### src/rtl/fifo_pkg.sv
`default_nettype none
// ============================================================================
// Module   : fifo_pkg
// Purpose  : Shared width default, packer state encoding and keep-mask helper
//            for the async_fifo read-side packer.
// Revision : 1.0  initial release
// ============================================================================
package fifo_pkg;

   localparam int DATAWIDTH_DEF = 8;
   localparam int PACK_MAX      = 8;

   typedef enum logic [1:0] {
      IDLE  = 2'd0,
      FILL  = 2'd1,
      HOLD  = 2'd2,
      FLUSH = 2'd3
   } pack_state_e;

   // Low 'cnt' bits set; callers narrow the result to their own PACK width.
   function automatic logic [PACK_MAX-1:0] keep_mask(input int cnt);
      logic [PACK_MAX-1:0] m;
      m = '0;
      for (int k = 0; k < PACK_MAX; k++) begin
         if (k < cnt) m[k] = 1'b1;
      end
      return m;
   endfunction

endpackage
`default_nettype wire

### src/rtl/fifo_rd_packer.sv
`default_nettype none
// ============================================================================
// Module   : fifo_rd_packer
// Purpose  : Drains async_fifo entries and packs PACK of them little-endian
//            into a valid/ready word; idle partial words flush with a keep mask.
// Revision : 1.0  initial release
// ============================================================================
module fifo_rd_packer
   import fifo_pkg::*;
#(
   parameter int DATAWIDTH = DATAWIDTH_DEF,
   parameter int PACK      = 4,
   parameter int TIMEOUT   = 16
) (
   input  logic                      clk_rd,
   input  logic                      rrst,
   input  logic                      I_empty,
   output logic                      O_rden,
   input  logic [DATAWIDTH-1:0]      I_fifo_data,
   output logic [DATAWIDTH*PACK-1:0] O_word,
   output logic [PACK-1:0]           O_keep,
   output logic                      O_valid,
   input  logic                      I_ready
);

   localparam int              CW       = $clog2(PACK + 1);
   localparam int              TW       = $clog2(TIMEOUT + 1);
   localparam int              WW       = DATAWIDTH * PACK;
   localparam logic [CW:0]     PACK_EXT = (CW + 1)'(PACK);
   localparam logic [CW-1:0]   PACK_CNT = CW'(PACK);
   localparam logic [TW-1:0]   TO_LAST  = TW'(TIMEOUT - 1);
   localparam logic [TW-1:0]   TO_FULL  = TW'(TIMEOUT);

   pack_state_e          state;
   logic [CW-1:0]        count;
   logic                 pending;
   logic [TW-1:0]        idle_cnt;
   logic                 flush_req;
   logic [DATAWIDTH-1:0] slots [PACK];

   logic                 out_free;
   logic [CW:0]          inflight;
   logic [WW-1:0]        full_word;
   logic [WW-1:0]        part_word;

   assign out_free = !O_valid || I_ready;
   assign inflight = {1'b0, count} + {{CW{1'b0}}, pending};

   // Reads in flight count against capacity so the last slot is never overrun.
   assign O_rden = !rrst && !I_empty && (inflight < PACK_EXT) && !flush_req;

   always_comb begin
      full_word = '0;
      part_word = '0;
      for (int k = 0; k < PACK; k++) begin
         if ((k == PACK - 1) && pending)
            full_word[k*DATAWIDTH +: DATAWIDTH] = I_fifo_data;
         else
            full_word[k*DATAWIDTH +: DATAWIDTH] = slots[k];
         if (k < int'(count))
            part_word[k*DATAWIDTH +: DATAWIDTH] = slots[k];
      end
   end

   always_ff @(posedge clk_rd) begin
      if (rrst) begin
         state     <= IDLE;
         count     <= '0;
         pending   <= 1'b0;
         idle_cnt  <= '0;
         flush_req <= 1'b0;
         O_valid   <= 1'b0;
         O_word    <= '0;
         O_keep    <= '0;
         for (int k = 0; k < PACK; k++) slots[k] <= '0;
      end else begin
         pending <= O_rden;
         if (O_valid && I_ready) O_valid <= 1'b0;

         if (pending) begin
            for (int k = 0; k < PACK; k++) begin
               if (int'(count) == k) slots[k] <= I_fifo_data;
            end
            idle_cnt <= '0;
            if (int'(count) == PACK - 1) begin
               if (out_free) begin
                  O_word  <= full_word;
                  O_keep  <= '1;
                  O_valid <= 1'b1;
                  count   <= '0;
                  state   <= IDLE;
               end else begin
                  count <= PACK_CNT;
                  state <= HOLD;
               end
            end else begin
               count <= count + 1'b1;
               state <= FILL;
            end
         end else if (state == HOLD) begin
            if (out_free) begin
               O_word  <= full_word;
               O_keep  <= '1;
               O_valid <= 1'b1;
               count   <= '0;
               state   <= IDLE;
            end
         end else if (state == FLUSH) begin
            if (out_free) begin
               O_word    <= part_word;
               O_keep    <= PACK'(keep_mask(int'(count)));
               O_valid   <= 1'b1;
               count     <= '0;
               idle_cnt  <= '0;
               flush_req <= 1'b0;
               state     <= IDLE;
            end
         end else if ((state == FILL) && I_empty) begin
            // The final idle cycle raises the flush and blocks further reads.
            if (idle_cnt == TO_LAST) begin
               idle_cnt  <= TO_FULL;
               flush_req <= 1'b1;
               state     <= FLUSH;
            end else begin
               idle_cnt <= idle_cnt + 1'b1;
            end
         end
      end
   end

endmodule
`default_nettype wire

### config.mk
export PLATFORM = sky130hd
export DESIGN_NAME = fifo_rd_packer
export DESIGN_NICKNAME = d
export VERILOG_FILES = /design/src/rtl/fifo_pkg.sv /design/src/rtl/fifo_rd_packer.sv
export SDC_FILE = /design/constraint.sdc
export NUM_CORES = 1
export LEC_CHECK = 0
export BUFFER_PORTS_ARGS = -buffer_cell sky130_fd_sc_hd__clkbuf_2
export CAP_MARGIN = 20
export CORE_MARGIN = 8
export CORE_UTILIZATION = 60
export CTS_CLUSTER_DIAMETER = 80
export DETAILED_ROUTE_END_ITERATION = 8
export HOLD_SLACK_MARGIN = 0.15
export PLACE_DENSITY = 0.9
export RECOVER_POWER = 100
export SLEW_MARGIN = 30
export SYNTH_ARGS = -nofsm -noshare
export SYNTH_HDL_FRONTEND = slang
export SYNTH_SLANG_ARGS = --single-unit
export TNS_END_PERCENT = 50
### constraint.sdc
create_clock -name clk_rd -period 2.8 [get_ports clk_rd]
set_input_delay 0.14 -clock clk_rd [delete_from_list [all_inputs] [get_ports clk_rd]]
set_output_delay 0.14 -clock clk_rd [all_outputs]
set_load 0.005 [all_outputs]
# ---- Word level (Yosys, flattened, before mapping)
# Memory sizes are Yosys's and may differ from the RTL's.
# Index checks and enable logic that the tools add are counted.
dict set report op_classes {
  bitwise_logic 6
  addsub 3
  n_div 0
  reduce_logical 22
  muxes 71
  shifts 0
  eq_ne 9
  n_mul 0
  n_lt_le_gt_ge 5
}
# operator n
set ops {}
lappend ops {{2-to-1 mux 32 bit} 6}
lappend ops {{2-to-1 mux 8 bit} 9}
lappend ops {{2-to-1 mux 1 bit} 32}
lappend ops {{2-to-1 mux 4 bit} 6}
lappend ops {{2-to-1 mux 5 bit} 4}
lappend ops {{2-to-1 mux 3 bit} 6}
lappend ops {{2-to-1 mux 2 bit} 8}
lappend ops {{nonzero test 4 bit} 2}
lappend ops {{equality test 3 bit (second input constant)} 2}
lappend ops {{less-than comparator 1 x 3 -> 1 bit (first input constant)} 2}
lappend ops {{less-than comparator 2 x 3 -> 1 bit (first input constant)} 2}
lappend ops {{AND reduction 3 bit} 2}
lappend ops {{nonzero test 3 bit} 2}
lappend ops {{adder 5 x 1 -> 5 bit (second input constant)} 1}
lappend ops {{equality test 5 x 4 -> 1 bit (second input constant)} 1}
lappend ops {{logical AND 1 bit} 5}
lappend ops {{AND reduction 5 bit} 1}
lappend ops {{adder 3 x 1 -> 4 bit} 1}
lappend ops {{equality test 2 bit (second input constant)} 2}
lappend ops {{logical NOT 1 bit} 4}
lappend ops {{less-than comparator 4 x 3 -> 1 bit (second input constant)} 1}
lappend ops {{bitwise OR 1 bit} 4}
lappend ops {{nonzero test 2 bit} 2}
lappend ops {{adder 3 x 1 -> 3 bit (second input constant)} 1}
lappend ops {{9 further kinds} 10}
dict set report totals {
  reg_bits 49
  output_inout_bits 38
  latch_bits 0
  elab_cells 125
  n_memories 1
  ramBits 32
  inputBits 12
  mem_bits_ro 0
}
# memory depth word_bits rd rd_ports_with_merged_regs write_ports line
set memory_table {}
lappend memory_table {slots 4 8 4 0 4 fifo_rd_packer.sv:39} ;# logic [DATAWIDTH-1:0] slots [PACK];

# ---- Depth between registers and ports, before layout
dict set report logic_depth {
  depth_word 6
  depth_mapped 7
  ltp_nobuf 7
}

# ---- Worst setup path before layout
# OpenSTA, ideal clock, no wires.
dict set report synth_timing {
  path_type {reg-to-reg}
  startpoint {reg count[1]}
  endpoint {mem slots[1][0] (netlist name), enable pin}
  period_less_slack_ps 1535
  arrival_time_ps 1161
  path_stages_with_launch 5
  path_buffers 0
  path_slack_ps 1265
  required_ps 2425
  setup_ps 375
  path_cell_list {dfxtp_1 inv_1 ha_1 nand2_1 o21bai_1}
}
# item line
set synth_lines {}
lappend synth_lines {{start: declaration} fifo_rd_packer.sv:35} ;# logic [CW-1:0] count;
lappend synth_lines {{start signal: assignment} fifo_rd_packer.sv:97} ;# count <= count + 1'b1;
lappend synth_lines {{end: declaration} fifo_rd_packer.sv:39}

==> results.json <==
{
  "cp_max_fo": 15,
  "antenna_found_initial": 0,
  "maxCapViolCount": 0,
  "p_leak_nw": 1.46,
  "rsz0062_at_grt": "no",
  "post_cts_buffers": 0,
  "endpoint_kind": "register",
  "ios": 50,
  "synth.net_count": 351,
  "place.gp.congestion": 0.854,
  "nNetsFinal": 398,
  "insertion_delay_ps": 350,
  "crit_path_max_incr_delay_ps": 650,
  "yosysTopAreaCell": "dfxtp_1",
  "vias": 2676,
  "grt_usage_pct": 18.9,
  "cts_buffers": 9,
  "holdCritPathClass": "input port to register",
  "dr.pass1.iters": 4,
  "netlist_area_sq_mm": 0.00341,
  "wirelength_um": 7770,
  "drv_slew": 0,
  "fillers": 432,
  "synth_area_leaders": "dfxtp_1 (29%), edfxtp_1 (28%), a21oi_1 (6.7%), nand3_1 (4.8%), and3_1 (4.8%)",
  "fin_cells": 457,
  "drc": 0,
  "drive_gt1_share_pct": 13.0,
  "clk_path_buf_depth": 2,
  "cts_resized": 0,
  "final_util_pct": 69.6,
  "finalWorstSetupSlack_ps": 466,
  "io_buffers": 49,
  "fin_area_sq_mm": 0.00383,
  "clk_pin_slew_worst_paths_ps": 80,
  "slowest_stage": "dfxtp_1",
  "relSlewSlack_pct": 35.9,
  "synth.yosys.seq_area_share_pct": 56.9,
  "cts_tree": "built",
  "synth_top_cell_area_share_pct": 28.7,
  "fin_tns_setup_ps": 0,
  "drt-wirelength-per-cell_um": 17.0,
  "total_power_mw": 2.21,
  "syn_inst": 333,
  "power_density_mw_per_mm2": 576,
  "first_global_vias": 2606,
  "root_buffer": "clkbuf_8",
  "hpwl_um": 5380,
  "die-area_sq_mm": 0.00836,
  "h-tree-depth": 3,
  "vias_per_cell": 5.86,
  "grt_pass1_wl_um": 12600,
  "rows": 27,
  "hold_viol": 0,
  "outcome": "finished clean",
  "start_kind": "register",
  "path_cells": "clkbuf_1, nand2_1, o21bai_1",
  "max_slew.worst_pin.slew_ps": 962,
  "post-route-period-util_pct": 83.4,
  "layout_commonest_cell": "dfxtp_1",
  "dp_slack_ps": 653,
  "worstPathArrival_ps": 2320,
  "fmax_ghz": 0.428,
  "antenna_cells": 0,
  "fp.dieH_um": 91.4,
  "dr.first_iter.drc_count": 189,
  "ys_ff_latch": 81,
  "cp.buffers_inverters": 1,
  "holdWs_ps": 172,
  "grt.overflow.total": 0,
  "peakVddDrop_mv": 0.453,
  "syn_to_final_growth_pct": 12.2,
  "cts_num_sinks": 81,
  "start_util_pct": 62.0,
  "synth_cell_types": 43,
  "grt_max_degree": 35,
  "synth_area_per_cell_sq_um": 10.3,
  "place_inst": 438,
  "core-area_sq_mm": 0.00551,
  "clock_skew_ps": 10.3,
  "place_area_sq_mm": 0.00367,
  "ys_warn_count": 0,
  "final_cell_mix": "dfxtp_1 (49), a21oi_1 (47), nand2_1 (36)",
  "worstPathRequired_ps": 2790,
  "setup_viol": 0,
  "fin_crit_ps": 2330,
  "postRouteAntennaNets": 0,
  "critPathTopFamily": "flip-flops",
  "worstSetupPathType": "register to register",
  "die_x_um": 91.4
}
-- state kept, by name (all words and copies together) (netlist names) --
register	cells
O_keep	4
O_valid	1
O_word	32
count	3
flush_req	1
idle_cnt	5
pending	1
slots	32
state	2
-- routing by layer --
layer	part of all wire, %	track usage [%]	routed length [um]
met5	0	0	0
met4	3.1	13.0	244
met3	7.2	5.27	559
met2	50	31.0	3900
met1	39	20.9	3070
-- kinds of logic (layout without fill, tap and decap cells) --
logic type	after synthesis	after routing	share of synthesized area (%)
fa+ha+maj	6	6	2.20
flops	81	81	56.9
mux	10	10	3.19
buf+inv	26	78	4.00
simple gates	143	143	22.3
compound gates	67	67	11.4
-- area by class of cell --
type	instances	area (sq um)	area share (%)
multi-input cells	226	1320	34.5
flip-flops and latches	81	1940	50.7
repair buffers	57	270	7.05
inverters	5	18.8	0.490
well taps	72	90.1	2.35
clock inverters	5	57.6	1.50
clock buffers	11	131	3.43
-- worst paths after layout --
check,start,to,slack [ps],cells past startpoint
max reg2reg,pending$_SDFF_PP0_,slots[1][7]$_SDFFCE_PN0P_,470,3
min reg2reg,O_word[7]$_SDFFE_PP0P_,O_word[7]$_SDFFE_PP0P_,460,2
max,pending$_SDFF_PP0_,slots[1][7]$_SDFFCE_PN0P_,470,3
min,I_fifo_data[3],slots[1][3]$_SDFFCE_PN0P_,170,2
-- power breakdown --
group	internal [mW]	switching (mW)
clock	0.415	0.418
combinational	0.0360	0.0736
sequential	1.25	0.0155
-- worst reg2reg max path, cell delays in order (launching register included) --
cell	delay [ps]
dfxtp_1	650
clkbuf_1	530
nand2_1	180
o21bai_1	610
-- synthesized netlist by cell type --
master and n:
nand2b_4 1, nor3_2 3, buf_4 2, o32ai_1 1, a21o_1 3, mux2i_1 3, nand4b_1 1, o21ai_2 1
buf_2 7, or4_1 1, a31oi_1 4, and3_1 26, nand4_1 2, clkbuf_1 7, nor2_2 1, nand3b_2 1
a22oi_1 1, nand2_1 36, a311oi_1 1, and2b_1 1, nand3b_1 2, ha_1 6, nand3_1 33, nand2b_1 5
nor2b_1 2, edfxtp_1 32, and2_1 10, buf_6 3, mux2_2 7, buf_1 2, inv_1 5, o211ai_2 1
o21bai_1 1, o31ai_1 1, a21oi_2 1, nor3_1 3, a21oi_4 1, o22ai_1 1, a21oi_1 46, o21ai_0 4
dfxtp_1 49, nor2_1 14, nand4bb_1 1
-- timing repair --
item,CTS,global route
endpoints found under the hold margin,3,0
endpoints found under the setup margin,0,0
hold buffers,3,0
(Power assumes the default switching activity.)
